## config.mk

```make
export PLATFORM = sky130hd
export DESIGN_NAME = q_timing_queue
export DESIGN_NICKNAME = d
export VERILOG_FILES = /design/src/rtl/q_timing_pkg.sv /design/src/rtl/qt_sync_fifo.sv /design/src/rtl/q_timing_queue.sv
export SDC_FILE = /design/constraint.sdc
export NUM_CORES = 2
export LEC_CHECK = 0
export CORE_MARGIN = 3
export CORE_UTILIZATION = 49
export CTS_CLUSTER_SIZE = 16
export DETAILED_ROUTE_END_ITERATION = 10
export PLACE_DENSITY = 0.76
export SKIP_LAST_GASP = 1
export SLEW_MARGIN = 10
export SYNTH_ARGS = -nofsm -noshare
export SYNTH_HDL_FRONTEND = slang
export SYNTH_SLANG_ARGS = --single-unit
```

## constraint.sdc

```tcl
create_clock -name clk -period 9.1 [get_ports clk]
set_clock_uncertainty 0.15 [all_clocks]
set_input_delay 1.365 -clock clk [delete_from_list [all_inputs] [get_ports clk]]
set_output_delay 1.365 -clock clk [all_outputs]
set_load 0.02 [all_outputs]
```

## src/rtl/q_timing_pkg.sv

```systemverilog
// Shared types and default widths for the timed quantum issue queue.
package q_timing_pkg;

  localparam int unsigned QT_INST_W = 64;
  localparam int unsigned QT_TIME_W = 32;
  localparam int unsigned QT_DEPTH  = 16;
  localparam int unsigned QT_NUM_CH = 4;
  localparam int unsigned QT_CH_LSB = 56;
  localparam int unsigned QT_CH_W   = $clog2(QT_NUM_CH);

  // Default-width layout of a queued entry; the top mirrors it at its own parameter widths.
  typedef struct packed {
    logic [QT_TIME_W-1:0] tag;
    logic [QT_CH_W-1:0]   ch;
    logic [QT_INST_W-1:0] inst;
  } qt_entry_t;

  typedef enum logic {
    QT_IDLE = 1'b0,
    QT_RUN  = 1'b1
  } qt_state_e;

endpackage

```

## src/rtl/qt_sync_fifo.sv

```systemverilog
// Synchronous FIFO with a registered head word, registered status and a synchronous flush.
module qt_sync_fifo #(
  parameter int unsigned WIDTH = 8,
  parameter int unsigned DEPTH = 16
) (
  input  logic                     clk,
  input  logic                     rst,
  input  logic                     flush,
  input  logic                     wr_en,
  input  logic [WIDTH-1:0]         wr_data,
  input  logic                     rd_en,
  output logic [WIDTH-1:0]         head,
  output logic [$clog2(DEPTH):0]   level,
  output logic                     full,
  output logic                     empty,
  output logic                     ready
);

  localparam int unsigned AW = $clog2(DEPTH);
  localparam int unsigned LW = AW + 1;

  logic [WIDTH-1:0] mem [DEPTH];
  logic [AW-1:0]    wr_ptr, rd_ptr, rd_ptr_n;
  logic [LW-1:0]    level_n;
  logic             do_wr, do_rd;

  always_comb begin
    do_wr    = wr_en && !full;
    do_rd    = rd_en && !empty;
    rd_ptr_n = rd_ptr + AW'(do_rd);
    level_n  = level + LW'(do_wr) - LW'(do_rd);
  end

  always_ff @(posedge clk) begin
    if (do_wr) mem[wr_ptr] <= wr_data;
  end

  // A write lands on the new head only when it is the sole remaining entry.
  always_ff @(posedge clk) begin
    if (rst || flush) begin
      wr_ptr <= '0;
      rd_ptr <= '0;
      level  <= '0;
      full   <= 1'b0;
      empty  <= 1'b1;
      ready  <= 1'b1;
      head   <= '0;
    end else begin
      wr_ptr <= wr_ptr + AW'(do_wr);
      rd_ptr <= rd_ptr_n;
      level  <= level_n;
      full   <= (level_n == LW'(DEPTH));
      empty  <= (level_n == '0);
      ready  <= (level_n != LW'(DEPTH));
      head   <= (do_wr && (wr_ptr == rd_ptr_n)) ? wr_data : mem[rd_ptr_n];
    end
  end

endmodule

```

## src/rtl/q_timing_queue.sv

```systemverilog
// Timed issue buffer: tags pushed instructions with an accumulated QWAIT timestamp and
// releases each one on its channel when the running timeline reaches the tag.
module q_timing_queue
  import q_timing_pkg::*;
#(
  parameter int unsigned INST_W = QT_INST_W,
  parameter int unsigned TIME_W = QT_TIME_W,
  parameter int unsigned DEPTH  = QT_DEPTH,
  parameter int unsigned NUM_CH = QT_NUM_CH,
  parameter int unsigned CH_LSB = QT_CH_LSB
) (
  input  logic                     clk,
  input  logic                     rst,
  input  logic                     start,
  input  logic                     stop,
  input  logic                     wait_valid,
  input  logic [TIME_W-1:0]        wait_cycles,
  input  logic                     push_valid,
  input  logic [INST_W-1:0]        push_inst,
  output logic                     push_ready,
  output logic [NUM_CH-1:0]        ch_valid,
  output logic [INST_W-1:0]        ch_inst,
  output logic [TIME_W-1:0]        ch_time,
  output logic [$clog2(DEPTH):0]   level,
  output logic                     empty,
  output logic                     full,
  output logic                     running,
  output logic                     ovf_err,
  output logic                     late_err
);

  localparam int unsigned CH_W = $clog2(NUM_CH);

  typedef struct packed {
    logic [TIME_W-1:0] tag;
    logic [CH_W-1:0]   ch;
    logic [INST_W-1:0] inst;
  } entry_t;

  qt_state_e         state_q, state_d;
  logic [TIME_W-1:0] time_acc, timeline, delta_c;
  entry_t            push_ent_c, head;
  logic              flush_c, pop_c, late_c;

  always_ff @(posedge clk) begin
    if (rst) state_q <= QT_IDLE;
    else     state_q <= state_d;
  end

  // stop takes priority and flushes; start only matters from IDLE.
  always_comb begin
    state_d = state_q;
    flush_c = 1'b0;
    if (stop) begin
      state_d = QT_IDLE;
      flush_c = 1'b1;
    end else if (start && (state_q == QT_IDLE)) begin
      state_d = QT_RUN;
    end
  end

  // Tag includes a same-cycle wait; issue when the signed distance to the head tag is <= 0.
  always_comb begin
    push_ent_c.tag  = wait_valid ? (time_acc + wait_cycles) : time_acc;
    push_ent_c.ch   = push_inst[CH_LSB +: CH_W];
    push_ent_c.inst = push_inst;
    delta_c         = head.tag - timeline;
    late_c          = delta_c[TIME_W-1];
    pop_c           = (state_q == QT_RUN) && !stop && !empty && (late_c || (delta_c == '0));
  end

  qt_sync_fifo #(
    .WIDTH ($bits(entry_t)),
    .DEPTH (DEPTH)
  ) u_fifo (
    .clk     (clk),
    .rst     (rst),
    .flush   (flush_c),
    .wr_en   (push_valid),
    .wr_data (push_ent_c),
    .rd_en   (pop_c),
    .head    (head),
    .level   (level),
    .full    (full),
    .empty   (empty),
    .ready   (push_ready)
  );

  always_ff @(posedge clk) begin
    if (rst) begin
      ch_valid <= '0;
      ch_inst  <= '0;
      ch_time  <= '0;
      ovf_err  <= 1'b0;
      late_err <= 1'b0;
      time_acc <= '0;
      timeline <= '0;
    end else begin
      ch_valid <= pop_c ? (NUM_CH'(1'b1) << head.ch) : '0;
      if (pop_c) begin
        ch_inst <= head.inst;
        ch_time <= head.tag;
        if (late_c) late_err <= 1'b1;
      end
      if (push_valid && full) ovf_err <= 1'b1;
      if (stop)            time_acc <= '0;
      else if (wait_valid) time_acc <= time_acc + wait_cycles;
      timeline <= ((state_q == QT_RUN) && !stop) ? (timeline + TIME_W'(1'b1)) : '0;
    end
  end

  assign running = (state_q == QT_RUN);

endmodule

```

---- After elaboration in Yosys (flattened, before gate mapping) ----
Memory sizes are Yosys's and may differ from the RTL's. A register that Yosys moved wholly into a read port is not among the register bits.
Cells that the tools add are included.
storage, ports and cells
  flip-flop bits (word level) ............. 183
  bits in writable memories ............... 1568
  logic and storage cells ................. 50
  memories kept ........................... 1
memory list
  name        words  width  rd ports  clocked after memory_dff  write ports  line                RTL
  u_fifo.mem  16     98     1         1                         1            qt_sync_fifo.sv:22  logic [WIDTH-1:0] mem [DEPTH];
cells by class
  reductions and logical operators ........ 18
  muxes and demuxes ....................... 4
  $add $sub $neg .......................... 7
  bitwise logic cells ..................... 3
  equality and inequality tests ........... 2
  shifts and indexed selects .............. 1
operators by type and width
  cell                                                                count
  32-bit by 1-bit adder with 32-bit output (second input constant)    1
  32-bit adder                                                        1
  32-bit logical NOT                                                  1
  32-bit two-way mux                                                  1
  32-bit subtractor                                                   1
  4-bit by 1-bit adder with 4-bit output                              2
  1-bit logical AND                                                   7
  2-bit OR reduction                                                  3
  5-bit by 1-bit adder with 5-bit output                              1
  5-bit equality test (second input constant)                         1
  5-bit logical NOT                                                   1
  5-bit != test (second input constant)                               1
  5-bit by 1-bit subtractor with 5-bit output                         1
  1-bit by 2-bit left shift with 4-bit output (first input constant)  1
  1-bit logical NOT                                                   3
  1-bit two-way mux                                                   3
  1-bit inverter                                                      3
  1-bit logical OR                                                    2
  2-bit AND reduction                                                 1

---- Longest topological paths before layout ----
  depth after elaboration ................. 7
  mapped depth ............................ 29

---- Modules after synthesis ----
A second synthesis with hierarchy kept.
second synthesis, totals
  cell total of the unflattened synthesis .. 3768
  area total of the unflattened synthesis .. 73085.1 sq um
by module, submodules not included
  module          area an instance (sq um)  sequential area each (sq um)  cells an instance  times used
  qt_sync_fifo    62685.1                   49367.3                       2486               1
  q_timing_queue  10400.0                   3343.2                        1282               1

---- Worst setup path after synthesis ----
No wires, ideal clock.
  path kind ............................... input-to-reg
  start ................................... input push_valid
  end ..................................... memory u_fifo.mem[0][0] (netlist name), enable pin
  path slack .............................. -0.036 ns
  buffers on the path ..................... 0
  data arrival time ....................... 8.317 ns
  cell stages on the path ................. 3
  required time ........................... 8.282 ns
  cell sequence ........................... nand2b_1 or3_1 nor3_1
on the way
  cells in the longest elaborated chain, start to end .. 3
ends and longest elaborated chain
  item                                     line                  RTL
  from (decl)                              q_timing_queue.sv:18  input logic push_valid,
  1-bit logical AND                        qt_sync_fifo.sv:28    do_wr = wr_en && !full;
  1-bit two-way mux                        qt_sync_fifo.sv:35    if (do_wr) mem[wr_ptr] <= wr_data;
  1-bit two-way mux (not written as such)  qt_sync_fifo.sv:35
  to (decl)                                qt_sync_fifo.sv:22
No other way between the ends.

---- Worst setup path after layout ----
  start ................................... register u_fifo.head[66] (read register of u_fifo.mem)
  end ..................................... register u_fifo.head[90] (read register of u_fifo.mem)
on the way
  cells in the longest elaborated chain, start to end .. 6
ends and longest elaborated chain
  item                                      line                  RTL
  from (decl)                               qt_sync_fifo.sv:12    output logic [WIDTH-1:0] head,
  32-bit subtractor *                       q_timing_queue.sv:67  delta_c = head.tag - timeline;
  32-bit logical NOT                        q_timing_queue.sv:69  pop_c = (state_q == QT_RUN) && !stop && !empty && (late_c || (delta_c == '0));
  1-bit logical OR *                        q_timing_queue.sv:69
  1-bit logical AND *                       q_timing_queue.sv:69
  1-bit logical AND *                       qt_sync_fifo.sv:29    do_rd = rd_en && !empty;
  4-bit by 1-bit adder with 4-bit output *  qt_sync_fifo.sv:30    rd_ptr_n = rd_ptr + AW'(do_rd);
Mark *: on every way between the ends. The rest lies on a longest branch, timed or not.
A chain may end at the register's enable or synchronous reset.

==> flow_summary.json <==
{
  "status": "finished, final reports clean",
  "drive_above_1_share_pct": 7.166,
  "power.leakage_uw": 0.02874,
  "slew_headroom_pct": 12.89,
  "critPathMaxFanout": 92,
  "drc": 0,
  "crit_path_end_kind": "flip-flop",
  "synthArstFlopShare_pct": 0,
  "syn_nets": 6426,
  "cp_num_buf_inv": 4,
  "synth_cell_types": 86,
  "layout.nets": 6465,
  "totalPowerFinal_uw": 17680,
  "max_stage_delay_ps": 870,
  "postRouteWirelength_mm": 231.5,
  "syn_to_final_growth_pct": 13.21,
  "min_from": "u_fifo.head[52]",
  "critical_path_class": "reg -> reg",
  "timing.rr.end": "u_fifo.head[90]",
  "slew_viol_final": 0,
  "dieArea_um2": 163900,
  "io_pins": 213,
  "hold_violations": 0,
  "cts.sinks": 1815,
  "vias_per_cell": 6.647,
  "clkTransAtPathRegs_ps": 60,
  "hold_class": "reg -> reg",
  "place_ws_ps": 1139,
  "rows": 145,
  "drt_iter0_drc": 8470,
  "rrSetupSlack_ps": 1210,
  "placed_area_um2": 82240,
  "maxCapViolations": 0,
  "wl_per_cell_um": 27.19,
  "cts_repair_resize_count": 0,
  "path_cells": "inv_1 > ha_1 > fa_1 > nor2b_1 > o2111ai_1 > a311oi_1 > a21oi_2 > o31ai_1 > xor2_1 > nor4b_1 > nand4_1 > nor3_4 > o21ai_4 > inv_8 > ha_1 > xnor2_2 > buf_4 > xnor2_1 > nor3_1 > o2111ai_1 > a21o_4 > buf_12 > nor2_1 > a31oi_1",
  "synth_area_um2": 77970,
  "design.core.area_um2": 157100,
  "crit_family": "compound AO/OA/AOI/OAI gates",
  "ctsRootBufferMaster": "clkbuf_16",
  "synth-warning-count": 0,
  "track_usage_pct": 27.28,
  "grt_max_degree": 144,
  "start_util_pct": 49.62,
  "fin_crit_sh_pct": 86.74,
  "overflow": 0,
  "antenna_found_initial": 20,
  "met3_length_mm": 27.44,
  "cts_tree": "done",
  "routed.top_layer": "met5",
  "worstSkewPairLatency_ps": 830,
  "synth_seq_area_share_pct": 66.32,
  "synth_ff_type": "edfxtp_1",
  "grt_pass1_wl_mm": 340.9,
  "place.port_buffers": 212,
  "post-cts-setup-buffers": 0,
  "drtPass1Iterations": 6,
  "syn_inst": 6251,
  "htreeDepth": 4,
  "wl_met1_mm": 88.49,
  "worstRegToRegCells": 24,
  "antenna_left": 0,
  "die_x_um": 404.9,
  "dr_wl_met2_mm": 106.7,
  "syn-mean-instance-area_um2": 12.47,
  "holdPathEnd": "ch_inst[52]",
  "min_period_ps": 7893,
  "grt_pass1_vias": 54600,
  "r2r_start": "u_fifo.head[66]",
  "yosys_register_bits": 1815,
  "powerDensity_nw_per_um2": 200.3,
  "required_ps": 9590,
  "clock_path_buffers": 3,
  "gp_congestion": 0.8967,
  "numCtsBuffers": 181,
  "cp-start-kind": "flip-flop",
  "rsz0062_at_grt": "false",
  "worst_pin_slew_ps": 1303,
  "fin_util_pct": 56.18,
  "die_y_um": 404.9,
  "setup_ws_ps": 1207,
  "design_area_um2": 88260,
  "crit_arrival_ps": 8380,
  "vias": 56592,
  "setup_tns_ps": 0,
  "slowest_stage": "a21o_4",
  "whs_path_depth": 2,
  "setup_violations": 0,
  "ctsHoldBuffers": 0,
  "vdd_ir_drop_max_mv": 0.2164,
  "place_hpwl_mm": 120.9,
  "fmax_mhz": 126.7,
  "synth_enable_flop_cells": 1536
}
state kept, by name, summed over array words and instances, names as in the netlist:
name,count
ch_inst,64
ch_time,32
ch_valid,4
late_err,1
ovf_err,1
running,1
time_acc,32
timeline,32
u_fifo.empty,1
u_fifo.full,1
u_fifo.head,96
u_fifo.level,5
u_fifo.mem,1536
u_fifo.rd_ptr,4
u_fifo.ready,1
u_fifo.wr_ptr,4
cell families (layout without fill, tap and decap cells):
logic type	Yosys count	in the layout	synth area share, %
muxes	359	359	4.633
and+or+nand+nor	1647	1647	10.46
other	0	9	0
xor gates and xnor gates	80	80	0.8987
DFF	1815	1815	66.32
adders and majority gates	73	73	1.200
buffers and inverters	551	747	2.688
AOI/OAI and AO/OA	1726	1726	13.79
per-stage QoR:
step	hold slack, ps	cells
after floorplan	271.8	6251
after global placement	290.7	8165
after detailed placement	289.6	8165
after CTS	287.5	8505
after global routing	308.2	8508
final	288.7	8514
cell usage in the layout (no fill, tap or decap), drive strengths merged, types with 11 or more instances in the layout:
master and count:
o22ai 308, nor4 177, xor2 20, nand4 30, a311oi 28, o21a 17, a211oi 54, a221oi 11
clkdlybuf4s50 211, nand3 123, a2111oi 159, nand2 613, clkinv 68, o21ai 204, dfxtp 279, ha 70
clkbuf 251, inv 89, edfxtp 1536, o31ai 29, buf 113, nor2 193, nor3 57, nor2b 164
o211ai 28, a21o 21, a31oi 90, xnor2 60, mux2 15, bufinv 13, mux2i 344, a2111o 14
a21oi 669, or3 11, and2 32, and3 200, nand2b 14
worst min-delay path, cell delays in order (launching register included):
cell and delay, ps:
dfxtp_1 300, nand2_1 50, a21oi_1 50
cell usage after synthesis, types with 20 or more instances:
master	n	area, um2
and2_1	31	193.9
o31ai_1	29	217.7
clkbuf_1	423	1588
nor3_1	56	280.3
nand2_1	612	2297
nor4_1	176	1101
and3_1	200	1251
a21o_1	21	157.7
inv_1	82	307.8
a311oi_1	28	245.2
xor2_1	20	175.2
o21ai_0	199	996.0
o211ai_1	28	210.2
dfxtp_1	279	5585
nand4_1	30	187.7
mux2i_1	344	3443
a211oi_1	54	405.4
a2111oi_0	158	1384
edfxtp_1	1536	46120
a31oi_1	89	556.8
nand3_1	122	610.6
ha_1	70	875.8
a21oi_1	665	3328
nor2b_1	164	1026
o22ai_1	308	1927
nor2_1	193	724.4
buf_1	25	93.84
xnor2_1	60	525.5
power by group:
part           total (uW)  leakage (uW)  internal, uW  switching [uW]
logic                 967       0.00959           308             659
clock network        7490       0.00294          4290            3200
registers            9220        0.0162          9160            62.7
total               17700        0.0287         13800            3920
final cells by class:
type	count	area, um2
fillers	12230	68850
flip-flops and latches	1815	51710
multi-input cells	3885	24460
clock buffers	251	5081
repair buffers	324	3173
well taps	2058	2575
clock inverters	89	917.1
inverters	83	319.1
diodes	9	22.52
how the worst max path moves through the flow:
stage	startpoint	end	slack, ps	depth (start not counted)
after floorplan	push_valid	u_fifo.mem[3][0]	80	4
after global placement	stop	u_fifo.head[90]	1280	22
after detailed placement	stop	u_fifo.head[90]	1140	22
after CTS	u_fifo.head[66]	u_fifo.head[90]	1560	24
after global routing	timeline[0]	u_fifo.head[90]	870	23
final	u_fifo.head[66]	u_fifo.head[90]	1210	24
metal layers:
metal / GRT usage [%] / up-vias
li1: - / 24311
met1: 37.30 / 27796
met2: 42.94 / 3864
met3: 5.448 / 613
met4: 10.97 / 8
met5: 0 / -
Note: power is estimated with default switching activity, not from simulation.
==> variant: new RTL, config.mk and constraints unchanged <==
Reset style: asynchronous (`rst`), changed in 2 clocked blocks.
--- a/src/rtl/q_timing_queue.sv
+++ b/src/rtl/q_timing_queue.sv
@@ -44,3 +44,3 @@
 
-  always_ff @(posedge clk) begin
+  always_ff @(posedge clk or posedge rst) begin
     if (rst) state_q <= QT_IDLE;
@@ -88,3 +88,3 @@
 
-  always_ff @(posedge clk) begin
+  always_ff @(posedge clk or posedge rst) begin
     if (rst) begin
Behaviour: differs if rst is asserted again (counterexample within 4 cycles, from zero or initial values and one cycle with rst high); with rst held inactive, the same outputs for 4 cycles.
==> variant against the original RTL <==
  * Final area down 6.0%
  * Wire length down 25%
  * Synthesized cell count fell by 41%
  * Sequential cell count did not move
  * Worst setup slack better by 900 ps
  * Area after synthesis fell by 7.2%
  * Critical endpoint is now u_fifo.head[52]$_SDFF_PP0_
  * Final cell count is 29% lower
Power is not compared: it rests on default switching activity, and its combinational part moved more than twofold at a synthesized area within 25%.
==> variant: results (changes against the original RTL) <==
Layout
  • Biggest regs: u_fifo.mem x1536, u_fifo.head x96, ch_inst x64 (unchanged)
  • Share of layout cells above drive strength 1: 23.65% (was 7.166%)
  • Final #Nets: 4174 (was 6465)
  • FILL cells: 10420 (was 12230)
  • Area of the multi-input gates: 18930 um^2 (was 24460 um^2)

Setup path
  • R2R Setup Slk: 2110 ps (was 1210 ps)
  • CP top delay family: compound AO/OA/AOI/OAI gates (unchanged)
  • CP max stage delay: 680 ps (was 870 ps)
  • Worst path arrival time: 7490 ps (was 8380 ps)
  • Crit-path max FO: 36 (was 92)
  • Slowest cell on crit path: ha_4 (was a21o_4)

Timing
  • Hold Slack: 305.9 ps (was 288.7 ps)
  • Slew margin rel.: 16.71% (was 12.89%)

Clock network
  • Htree depth: 4 (unchanged)
  • Total CTS buffers: 178 (was 181)
  • Resize count post-CTS: 0 (unchanged)
  • Worst-skew pair later-pin latency: 810 ps (was 830 ps)

Synth
  • Top cells by area, synth: edfxtp_1, mux4_2, dfrtp_1 (was edfxtp_1, dfxtp_1, mux2i_1)
  • Yosys warnings: 0 (unchanged)
  • Mapped Nets: 3893 (was 6426)
  • Register area share after synthesis: 72.59% (was 66.32%)
  • Library cells used by synthesis: 82 (was 86)
  • Top post-synthesis cells by count: edfxtp_1, mux4_2, nand2_1 (was edfxtp_1, a21oi_1, nand2_1)
  • Async S/R FF share, synth: 9.201% (was 0%)

GRT
  • First-pass GRT wire length: 256700 um (was 340900 um)
  • GRT Total Usage: 22.99% (was 27.28%)
  • Antenna violations before repair: 11 (was 20)
  • Largest net degree at the start of global routing: 114 (was 144)
  • Number of global-route vias before repair: 37920 (was 54600)

Place
  • Routability Congestion: 0.9125 (was 0.8967)
  • HPWL after detailed placement: 91110 um (was 120900 um)

Min path
  • Hold Path Class: register to register (unchanged)

Power and ir drop
  • Pwr top: registers
  • Comb pwr share: 10.5%
  • P_leak: 27.72 nW
  • VDD IR-drop max: 0.0001945 V

Detailed routing
  • Detailed Route WL: 173600 um (was 231500 um)
  • Vias post-DR: 37390 (was 56590)
  • DR iter-0 viols: 3934 (was 8470)

Run status
  • Status: completed (unchanged)
## variant: layer usage
layer,track usage [%],share of wire (%)
met4,6.274,2.3
met5,0,0.039
met1,32.59,40
met3,4.897,9.4
met2,36.57,49
## variant: layout make-up
cell class                      count  share of cell area [%]
Sequential cell                  1815                   63.30
Multi-Input combinational cell   1643                   22.80
Clock buffer                      245                   6.008
Timing Repair Buffer              287                   3.485
Tap cell                         1917                   2.890
Clock inverter                     91                   1.153
Inverter                           72                  0.3346
Antenna cell                        8                 0.02412
## variant: path summary, 6_finish.rpt
path / endpoint / start / cells after the start
max: u_fifo.head[52]$_SDFF_PP0_ / u_fifo.head[67]$_SDFF_PP0_ / 19
min: ovf_err$_DFFE_PP0P_ / ovf_err$_DFFE_PP0P_ / 1
max reg2reg: u_fifo.head[52]$_SDFF_PP0_ / u_fifo.head[67]$_SDFF_PP0_ / 19
min reg2reg: ovf_err$_DFFE_PP0P_ / ovf_err$_DFFE_PP0P_ / 1
max in group asynchronous: ch_inst[37]$_DFFE_PP0P_ / rst / 3
min in group asynchronous: time_acc[26]$_DFF_PP0_ / rst / 2
## variant: cells by family after synthesis
family,Yosys count,synth area share (%)
buffers and inverters,258,1.564
muxes,601,17.24
and+or+nand+nor,548,3.498
xor gates and xnor gates,71,0.8590
DFF,1815,72.59
adders and majority gates,75,1.327
AOI/OAI and AO/OA,348,2.923
## variant: metrics by stage
step,instances,cell area [um^2],power (W),setup WS (ps)
5_1_grt,6071,82990,0.01956,1765
4_1_cts,6070,82970,0.01905,2083
3_3_place_gp,5734,77030,0.01166,1938
3_5_place_dp,5734,77030,0.01170,1825
6_report,6078,83010,0.01893,2107
2_1_floorplan,3716,72410,0.01094,2158
